`src/rtl/sifive_reset_pkg.sv`:
```
// Shared encodings for the staged reset sequencer: FSM states and reset-cause codes.
package sifive_reset_pkg;

    localparam logic [1:0] ST_HOLD    = 2'd0;
    localparam logic [1:0] ST_RELEASE = 2'd1;
    localparam logic [1:0] ST_RUN     = 2'd2;
    localparam logic [1:0] ST_DRAIN   = 2'd3;

    localparam logic [1:0] CAUSE_POR  = 2'b00;
    localparam logic [1:0] CAUSE_EXT  = 2'b01;
    localparam logic [1:0] CAUSE_SW   = 2'b10;
    localparam logic [1:0] CAUSE_BOTH = 2'b11;

endpackage

```
`src/rtl/sifive_reset_sync_chain.sv`:
```
// Multi-flop synchroniser for an asynchronous level; resets to 1 so the request reads as active.
module sifive_reset_sync_chain #(
    parameter int unsigned STAGES = 3
) (
    input  logic clock,
    input  logic reset,
    input  logic d,
    output logic q
);

    logic [STAGES-1:0] sync;

    always_ff @(posedge clock) begin
        if (reset) begin
            sync <= '1;
        end else begin
            sync <= {sync[STAGES-2:0], d};
        end
    end

    assign q = sync[STAGES-1];

endmodule

```
`src/rtl/sifive_reset_sequencer.sv`:
```
// Staged reset sequencer: debounce hold, ordered per-stage release, cause and event tracking.
// Define RESET_SEQ_ORDERED_ASSERT_EN to re-assert stages top-down (DRAIN) on a request in RUN.
module sifive_reset_sequencer
    import sifive_reset_pkg::*;
#(
    parameter int unsigned NUM_OUT     = 4,
    parameter int unsigned SYNC_STAGES = 3,
    parameter int unsigned HOLD_BITS   = 8,
    parameter int unsigned GAP_CYCLES  = 4,
    parameter int unsigned COUNT_W     = 8
) (
    input  logic               clock,
    input  logic               reset,
    input  logic               areq,
    input  logic               sw_req,
    output logic [NUM_OUT-1:0] rst_out,
    output logic               ready,
    output logic [1:0]         last_cause,
    output logic [COUNT_W-1:0] rst_count
);

    localparam int unsigned IDX_W = (NUM_OUT > 1) ? $clog2(NUM_OUT) : 1;
    localparam int unsigned GAP_W = (GAP_CYCLES > 1) ? $clog2(GAP_CYCLES) : 1;
    localparam logic [IDX_W-1:0] LAST_IDX = IDX_W'(NUM_OUT - 1);
    localparam logic [GAP_W-1:0] GAP_LAST = GAP_W'(GAP_CYCLES - 1);

    logic                 areq_s;
    logic                 req;
    logic [1:0]           state, state_nxt;
    logic [HOLD_BITS-1:0] hold_cnt, hold_nxt;
    logic [GAP_W-1:0]     gap_cnt, gap_nxt;
    logic [IDX_W-1:0]     idx, idx_nxt;
    logic [NUM_OUT-1:0]   rst_nxt;
    logic                 ready_nxt;
    logic [1:0]           cause_nxt;
    logic [COUNT_W-1:0]   count_nxt;
    logic [1:0]           req_cause;
    logic [COUNT_W-1:0]   count_inc;

    sifive_reset_sync_chain #(
        .STAGES (SYNC_STAGES)
    ) u_areq_sync (
        .clock (clock),
        .reset (reset),
        .d     (areq),
        .q     (areq_s)
    );

    assign req       = areq_s | sw_req;
    assign req_cause = sw_req ? (areq_s ? CAUSE_BOTH : CAUSE_SW) : CAUSE_EXT;
    assign count_inc = (rst_count == '1) ? rst_count : rst_count + COUNT_W'(1);

    always_ff @(posedge clock) begin
        if (reset) begin
            state      <= ST_HOLD;
            hold_cnt   <= '0;
            gap_cnt    <= '0;
            idx        <= '0;
            rst_out    <= '1;
            ready      <= 1'b0;
            last_cause <= CAUSE_POR;
            rst_count  <= '0;
        end else begin
            state      <= state_nxt;
            hold_cnt   <= hold_nxt;
            gap_cnt    <= gap_nxt;
            idx        <= idx_nxt;
            rst_out    <= rst_nxt;
            ready      <= ready_nxt;
            last_cause <= cause_nxt;
            rst_count  <= count_nxt;
        end
    end

    always_comb begin
        state_nxt = state;
        hold_nxt  = hold_cnt;
        gap_nxt   = gap_cnt;
        idx_nxt   = idx;
        rst_nxt   = rst_out;
        ready_nxt = ready;
        cause_nxt = last_cause;
        count_nxt = rst_count;

        case (state)
            ST_HOLD: begin
                if (req) begin
                    hold_nxt = '0;
                end else if (hold_cnt == '1) begin
                    rst_nxt[0] = 1'b0;
                    idx_nxt    = IDX_W'(1);
                    gap_nxt    = '0;
                    hold_nxt   = '0;
                    if (NUM_OUT == 1) begin
                        ready_nxt = 1'b1;
                        state_nxt = ST_RUN;
                    end else begin
                        state_nxt = ST_RELEASE;
                    end
                end else begin
                    hold_nxt = hold_cnt + HOLD_BITS'(1);
                end
            end

            ST_RELEASE: begin
                if (req) begin
                    rst_nxt   = '1;
                    ready_nxt = 1'b0;
                    hold_nxt  = '0;
                    cause_nxt = req_cause;
                    count_nxt = count_inc;
                    state_nxt = ST_HOLD;
                end else if (gap_cnt == GAP_LAST) begin
                    rst_nxt[idx] = 1'b0;
                    gap_nxt      = '0;
                    if (idx == LAST_IDX) begin
                        ready_nxt = 1'b1;
                        state_nxt = ST_RUN;
                    end else begin
                        idx_nxt = idx + IDX_W'(1);
                    end
                end else begin
                    gap_nxt = gap_cnt + GAP_W'(1);
                end
            end

            ST_RUN: begin
                if (req) begin
                    ready_nxt = 1'b0;
                    hold_nxt  = '0;
                    gap_nxt   = '0;
                    cause_nxt = req_cause;
                    count_nxt = count_inc;
`ifdef RESET_SEQ_ORDERED_ASSERT_EN
                    if (NUM_OUT == 1) begin
                        rst_nxt   = '1;
                        state_nxt = ST_HOLD;
                    end else begin
                        rst_nxt[NUM_OUT-1] = 1'b1;
                        idx_nxt            = LAST_IDX;
                        state_nxt          = ST_DRAIN;
                    end
`else
                    rst_nxt   = '1;
                    state_nxt = ST_HOLD;
`endif
                end
            end

            ST_DRAIN: begin
`ifdef RESET_SEQ_ORDERED_ASSERT_EN
                // Walk assertion downward one stage per gap; requests here are ignored.
                if (gap_cnt == GAP_LAST) begin
                    gap_nxt                    = '0;
                    rst_nxt[idx - IDX_W'(1)]   = 1'b1;
                    idx_nxt                    = idx - IDX_W'(1);
                    if (idx == IDX_W'(1)) begin
                        hold_nxt  = '0;
                        state_nxt = ST_HOLD;
                    end
                end else begin
                    gap_nxt = gap_cnt + GAP_W'(1);
                end
`else
                rst_nxt   = '1;
                ready_nxt = 1'b0;
                hold_nxt  = '0;
                state_nxt = ST_HOLD;
`endif
            end

            default: begin
                state_nxt = ST_HOLD;
            end
        endcase
    end

endmodule

```
`config.mk`:
```
export PLATFORM = sky130hd
export DESIGN_NAME = sifive_reset_sequencer
export DESIGN_NICKNAME = d
export VERILOG_FILES = /design/src/rtl/sifive_reset_pkg.sv /design/src/rtl/sifive_reset_sync_chain.sv /design/src/rtl/sifive_reset_sequencer.sv
export SDC_FILE = /design/constraint.sdc
export NUM_CORES = 1
export LEC_CHECK = 0
export ABC_AREA = 1
export CAP_MARGIN = 5
export CORE_ASPECT_RATIO = 1.1
export CORE_UTILIZATION = 55
export CTS_CLUSTER_DIAMETER = 40
export CTS_CLUSTER_SIZE = 12
export DETAILED_ROUTE_END_ITERATION = 10
export GPL_ROUTABILITY_DRIVEN = 0
export GPL_TIMING_DRIVEN = 0
export PLACE_DENSITY = 0.78
export REMOVE_ABC_BUFFERS = 1
export SYNTH_ARGS = -nofsm -noshare
export SYNTH_HDL_FRONTEND = slang
export SYNTH_SLANG_ARGS = --single-unit
```
`constraint.sdc`:
```
create_clock -name clock -period 1.75 [get_ports clock]
set_input_delay 0.175 -clock clock [delete_from_list [all_inputs] [get_ports clock]]
set_output_delay 0.175 -clock clock [all_outputs]
set_load 0.02 [all_outputs]
```
==> After elaboration in Yosys (flattened, before gate mapping) <==
Cells that the tools add are included.
{ "word_totals": {"latchBits": 0, "mem_count": 0, "elab_cells": 86, "ram_bits": 0, "reg_bits": 32, "inputBits": 4, "out_inout_bits": 15, "rom_bits": 0} }
{ "classes": {"n_lt_le_gt_ge": 2, "div_mod_pow": 0, "n_reduce_logical": 14, "n_eq_ne": 16, "shifts": 0, "mul": 0, "n_bitwise": 4, "n_addsub": 4, "muxes": 36} }
{ "op_table": {"columns": ["cell", "count"], "rows": [
  ["2-bit two-way mux", 14],
  ["8-bit two-way mux", 3],
  ["8-bit case mux with 3 select lines", 1],
  ["8-bit by 1-bit adder with 8-bit output (second input constant)", 2],
  ["8-bit == test (second input constant)", 2],
  ["4-bit two-way mux", 3],
  ["2-bit != test (second input constant)", 6],
  ["5-bit AND reduction", 2],
  ["3-bit case mux with 3 select lines", 1],
  ["2-bit == test (second input constant)", 4],
  ["1-bit two-way mux", 8],
  ["2-bit case mux with 4 select lines", 1],
  ["4-bit AND reduction", 2],
  ["3-bit != test (second input constant)", 2],
  ["2-bit case mux with 3 select lines", 1],
  ["3-bit AND reduction", 2],
  ["6-bit AND reduction", 1],
  ["3-bit nonzero test", 2],
  ["2-bit by 1-bit adder with 2-bit output (second input constant)", 2],
  ["4-bit AND", 1],
  ["4-bit NOT", 1],
  ["1-bit case mux with 4 select lines", 1],
  ["2-bit case mux with 2 select lines", 1],
  ["2-bit by 3-bit < comparator with 1-bit output (second input constant)", 1],
  ["other kinds (12)", 12]
]} }

==> Logic depth before layout (Yosys ltp) <==
{ "depth": {"word_depth": 9, "depth_mapped": 12, "ltp_nobuf": 11} }

==> Cells and area by module <==
From an unflattened synthesis, not the netlist that was laid out.
{ "hier_totals": {"cells_unflattened": 255, "hier_area_um2": 1736.7} }
{ "by_module_without_submodules": {"columns": ["module", "instances", "seq_area_each_um2", "cells_per_inst", "area_per_inst_um2"], "rows": [
  ["sifive_reset_sequencer", 1, 580.6, 245, 1647.8],
  ["sifive_reset_sync_chain", 1, 60.1, 10, 88.8]
]} }

==> Least setup slack after synthesis <==
OpenSTA, ideal clock, no wires.
{ "synth_path": {"path_kind": "reg2reg", "from": "reg state[0]", "to": "reg rst_count[6]", "period_less_slack_ps": 1453, "n_path_buf": 0, "slack_ps": 297, "t_arrival_ps": 1340, "required_ps": 1637, "setup_time_ps": 113, "stages_incl_launch_ff": 10, "path_cell_list": "dfxtp_1 inv_1 ha_1 nand2_1 nand2_2 nand2_4 inv_4 nand2_1 nor2_1 nor2_1"} }
{ "synth_between": {"elab_chain_cells": 3, "elab_cells_between_ends": 4, "classes_between": "eq/ne: 2; reduce/logical: 2"} }
{ "synth_lines": {"columns": ["item", "line", "source"], "rows": [
  ["start, declared", "sifive_reset_sequencer.sv:29", "logic [1:0] state, state_nxt;"],
  ["start signal, assigned", "sifive_reset_sequencer.sv:64", "state <= state_nxt;"],
  ["2-bit == test / 2-bit by 1-bit == test with 1-bit output (equally long branches)", "sifive_reset_sequencer.sv:85", "case (state)"],
  ["2-bit OR reduction (no line) (*)", null, null],
  ["3-bit AND reduction (no line) (*)", null, null],
  ["end signal, assigned", "sifive_reset_sequencer.sv:71", "rst_count <= count_nxt;"],
  ["end, declared", "sifive_reset_sequencer.sv:19", "output logic [COUNT_W-1:0] rst_count"]
]} }
Mark *: on every way between the ends. The rest lies on a longest branch, timed or not.
A chain may end at the register's enable or synchronous reset.

==> Worst setup path in the final report <==
{ "layout_path": {"from": "reg rst_count[4]", "to": "out rst_count[4]"} }
No word-level cell between the ends.

==> impl_metrics.env <==
export IMPL_dr_first_iter_drc_count=40
export IMPL_holdWs_ns=0.396
export IMPL_dp_hpwl_um=2330
export IMPL_final_common_cell="nand2_1"
export IMPL_clockBufferDepth=2
export IMPL_max_freq_ghz=0.625
export IMPL_core_um2=3100
export IMPL_routedWlPerCell_um=10.2
export IMPL_die_h_um=62.1
export IMPL_min_path_cells=2
export IMPL_die_area_um2=3520
export IMPL_period_minus_slack_ns=1.60
export IMPL_routed_wirelength_um=3220
export IMPL_cts_root_buf="clkbuf_4"
export IMPL_total_power_mw=2.75
export IMPL_cp_depth=1
export IMPL_peakVddDrop_mv=0.934
export IMPL_via_count=1556
export IMPL_routed_top_layer="met4"
export IMPL_synth_cells=260
export IMPL_max_cap_violations=0
export IMPL_r2r_slack_ns=0.19
export IMPL_dpl_worst_slack_ns=-0.159
export IMPL_setup_slack_ns=0.149
export IMPL_cts_buffers=5
export IMPL_ys_types=29
export IMPL_grt_first_pass_wirelength_um=6090
export IMPL_grt_max_degree=16
export IMPL_worstSetupPathType="flip-flop to output port"
export IMPL_fin_nets=299
export IMPL_cts_sinks=32
export IMPL_period_share_pct=91.5
export IMPL_yosys_warnings=0
export IMPL_multi_input_area_um2=1020
export IMPL_wl_met1_um=1550
export IMPL_path_clk_slew_ns=0.10
export IMPL_p_leak_nw=0.921
export IMPL_post_cts_buffers=0
export IMPL_start_util_pct=58.3
export IMPL_drive_above_1_share_pct=13.8
export IMPL_worst_path_buf_inv=1
export IMPL_antenna_found_initial=0
export IMPL_cp_max_fo=5
export IMPL_nFillCells=280
export IMPL_start_kind="flip-flop"
export IMPL_drt_pass1_iterations=4
export IMPL_grt_ovfl_total=0
export IMPL_crit_path_end_kind="output port"
export IMPL_tightestPinTransition_ns=0.648
export IMPL_portBuffers=18
export IMPL_worst_path_max_delay_cell="clkdlybuf4s50_1"
export IMPL_status="finished clean"
export IMPL_min_path_type="input pin to flip-flop"
export IMPL_grtUsageTotal_pct=21.9
export IMPL_postCtsHoldBufs=0
export IMPL_met2_length_um=1460
export IMPL_io_pins=19
export IMPL_yosysSeqAreaShare_pct=35.4
export IMPL_antenna_cells=0
export IMPL_worst_ep_arrival_time_ns=1.43
export IMPL_most_common_layout_cells="74 x nand2_1, 38 x nor2_1, 31 x dfxtp_1"
export IMPL_vias_per_cell=4.92
export IMPL_cpPeakStageDelay_ns=0.64
export IMPL_ctsResizeCount=0
export IMPL_clock_skew_ns=0.00826
export IMPL_rows=21
export IMPL_slew_violations=0
export IMPL_wl_met3_um=126
export IMPL_setup_viol_count_final=0
export IMPL_hold_viol_final=0
export IMPL_fp_dieW_um=56.7
export IMPL_relSlewSlack_pct=56.7
export IMPL_clock_latency_ns=0.35
export IMPL_route_detailed_drc=0
export IMPL_synth_area_per_cell_um2=6.95
export IMPL_area_growth_pct=15.2
export IMPL_cp_cell_sequence="clkdlybuf4s50_1"
export IMPL_ys_ff_latch=32
export IMPL_ant_nets=0
export IMPL_cts_tree="done"
export IMPL_rr_worst_depth=10
export IMPL_rsz0062_at_grt="false"
export IMPL_crit_family="buffers and inverters"
export IMPL_powerDensity_nw_per_um2=1320
export IMPL_seqCellArea_um2=642
export IMPL_grt_pass1_vias=1506
export IMPL_critPathRequiredTime_ns=1.57
export IMPL_netlist_area_um2=1810
export IMPL_htree_levels=2
-- routing by layer --
| metal | up-vias | track usage, % |
|---|---|---|
| met3 | 8 | 4.58 |
| met1 | 677 | 26.5 |
| met5 | - | 0 |
| met2 | 21 | 36.0 |
| li1 | 850 | - |
| met4 | 0 | 11.6 |
-- logic make-up after synthesis --
| logic type | after synthesis | share of synthesized area, % |
|---|---|---|
| AND/OR/NAND/NOR | 146 | 36.0 |
| buffers and inverters | 38 | 9.07 |
| flip-flops | 32 | 35.4 |
| AO/OA/AOI/OAI | 28 | 9.07 |
| adder cells (fa/ha/maj) | 13 | 9.00 |
| XOR/XNOR | 3 | 1.45 |
-- registers in the layout (all words and copies together) (netlist names) --
signal	count
idx	2
u_areq_sync.sync	3
ready	1
last_cause	2
rst_count	8
hold_cnt	8
rst_out	4
state	2
gap_cnt	2
-- area by class of cell --
cell class	count	share of cell area, %
Clock buffer	7	3.12
Inverter	35	6.49
Multi-Input combinational cell	190	48.9
Sequential cell	32	30.8
Tap cell	34	2.04
Timing Repair Buffer	18	8.65
-- synthesized netlist by cell type --
| cell | n | share of area (%) |
|---|---|---|
| nand2_1 | 74 | 15 |
| nor2_1 | 38 | 7.9 |
| dfxtp_1 | 32 | 35 |
| inv_1 | 30 | 6.2 |
| a21oi_1 | 15 | 4.2 |
| ha_1 | 13 | 9.0 |
| nand3_1 | 8 | 2.2 |
| o21ai_0 | 8 | 2.2 |
| nand2_2 | 7 | 2.4 |
| nor2_2 | 5 | 1.7 |
| inv_2 | 3 | 0.62 |
| nand2_4 | 3 | 1.9 |
| nor3_1 | 3 | 0.83 |
| or2_2 | 3 | 1.0 |
| xor2_1 | 3 | 1.5 |
| nor3_2 | 2 | 1.1 |
| a31oi_1 | 1 | 0.35 |
| a31oi_4 | 1 | 1.2 |
| buf_6 | 1 | 0.62 |
| clkbuf_1 | 1 | 0.21 |
| clkbuf_8 | 1 | 0.76 |
| clkinv_2 | 1 | 0.28 |
| inv_4 | 1 | 0.35 |
| nand3_2 | 1 | 0.55 |
| nand4_1 | 1 | 0.35 |
| nor2_4 | 1 | 0.62 |
| o21ai_1 | 1 | 0.28 |
| o21ai_2 | 1 | 0.48 |
| o21bai_1 | 1 | 0.42 |
-- metrics by stage --
stage | setup TNS, ns | cells | util (%) | instance area [um2]
floorplan | 0 | 257 | - | 1780
global placement | -1.05 | 309 | 64.6 | 2000
detailed placement | -1.38 | 309 | 64.6 | 2000
CTS | 0 | 316 | 66.7 | 2070
global route | 0 | 316 | 67.2 | 2080
finish | 0 | 316 | 67.2 | 2080
-- power by group --
part	internal [mW]	switching [mW]	total [mW]
Combinational	0.508	0.799	1.31
Clock	0.227	0.253	0.480
Sequential	0.861	0.0997	0.960
Total	1.60	1.15	2.75
-- worst paths after layout --
path / startpoint / endpoint
setup reg to reg: state[1]$_SDFFE_PP0P_ / rst_count[6]$_SDFFE_PP0P_
hold / removal: areq / u_areq_sync.sync[0]$_SDFF_PP1_
setup / recovery: rst_count[4]$_SDFFE_PP0P_ / rst_count[4]
hold reg to reg: u_areq_sync.sync[0]$_SDFF_PP1_ / u_areq_sync.sync[1]$_SDFF_PP1_
No activity file was read; power rests on OpenSTA's default activity.
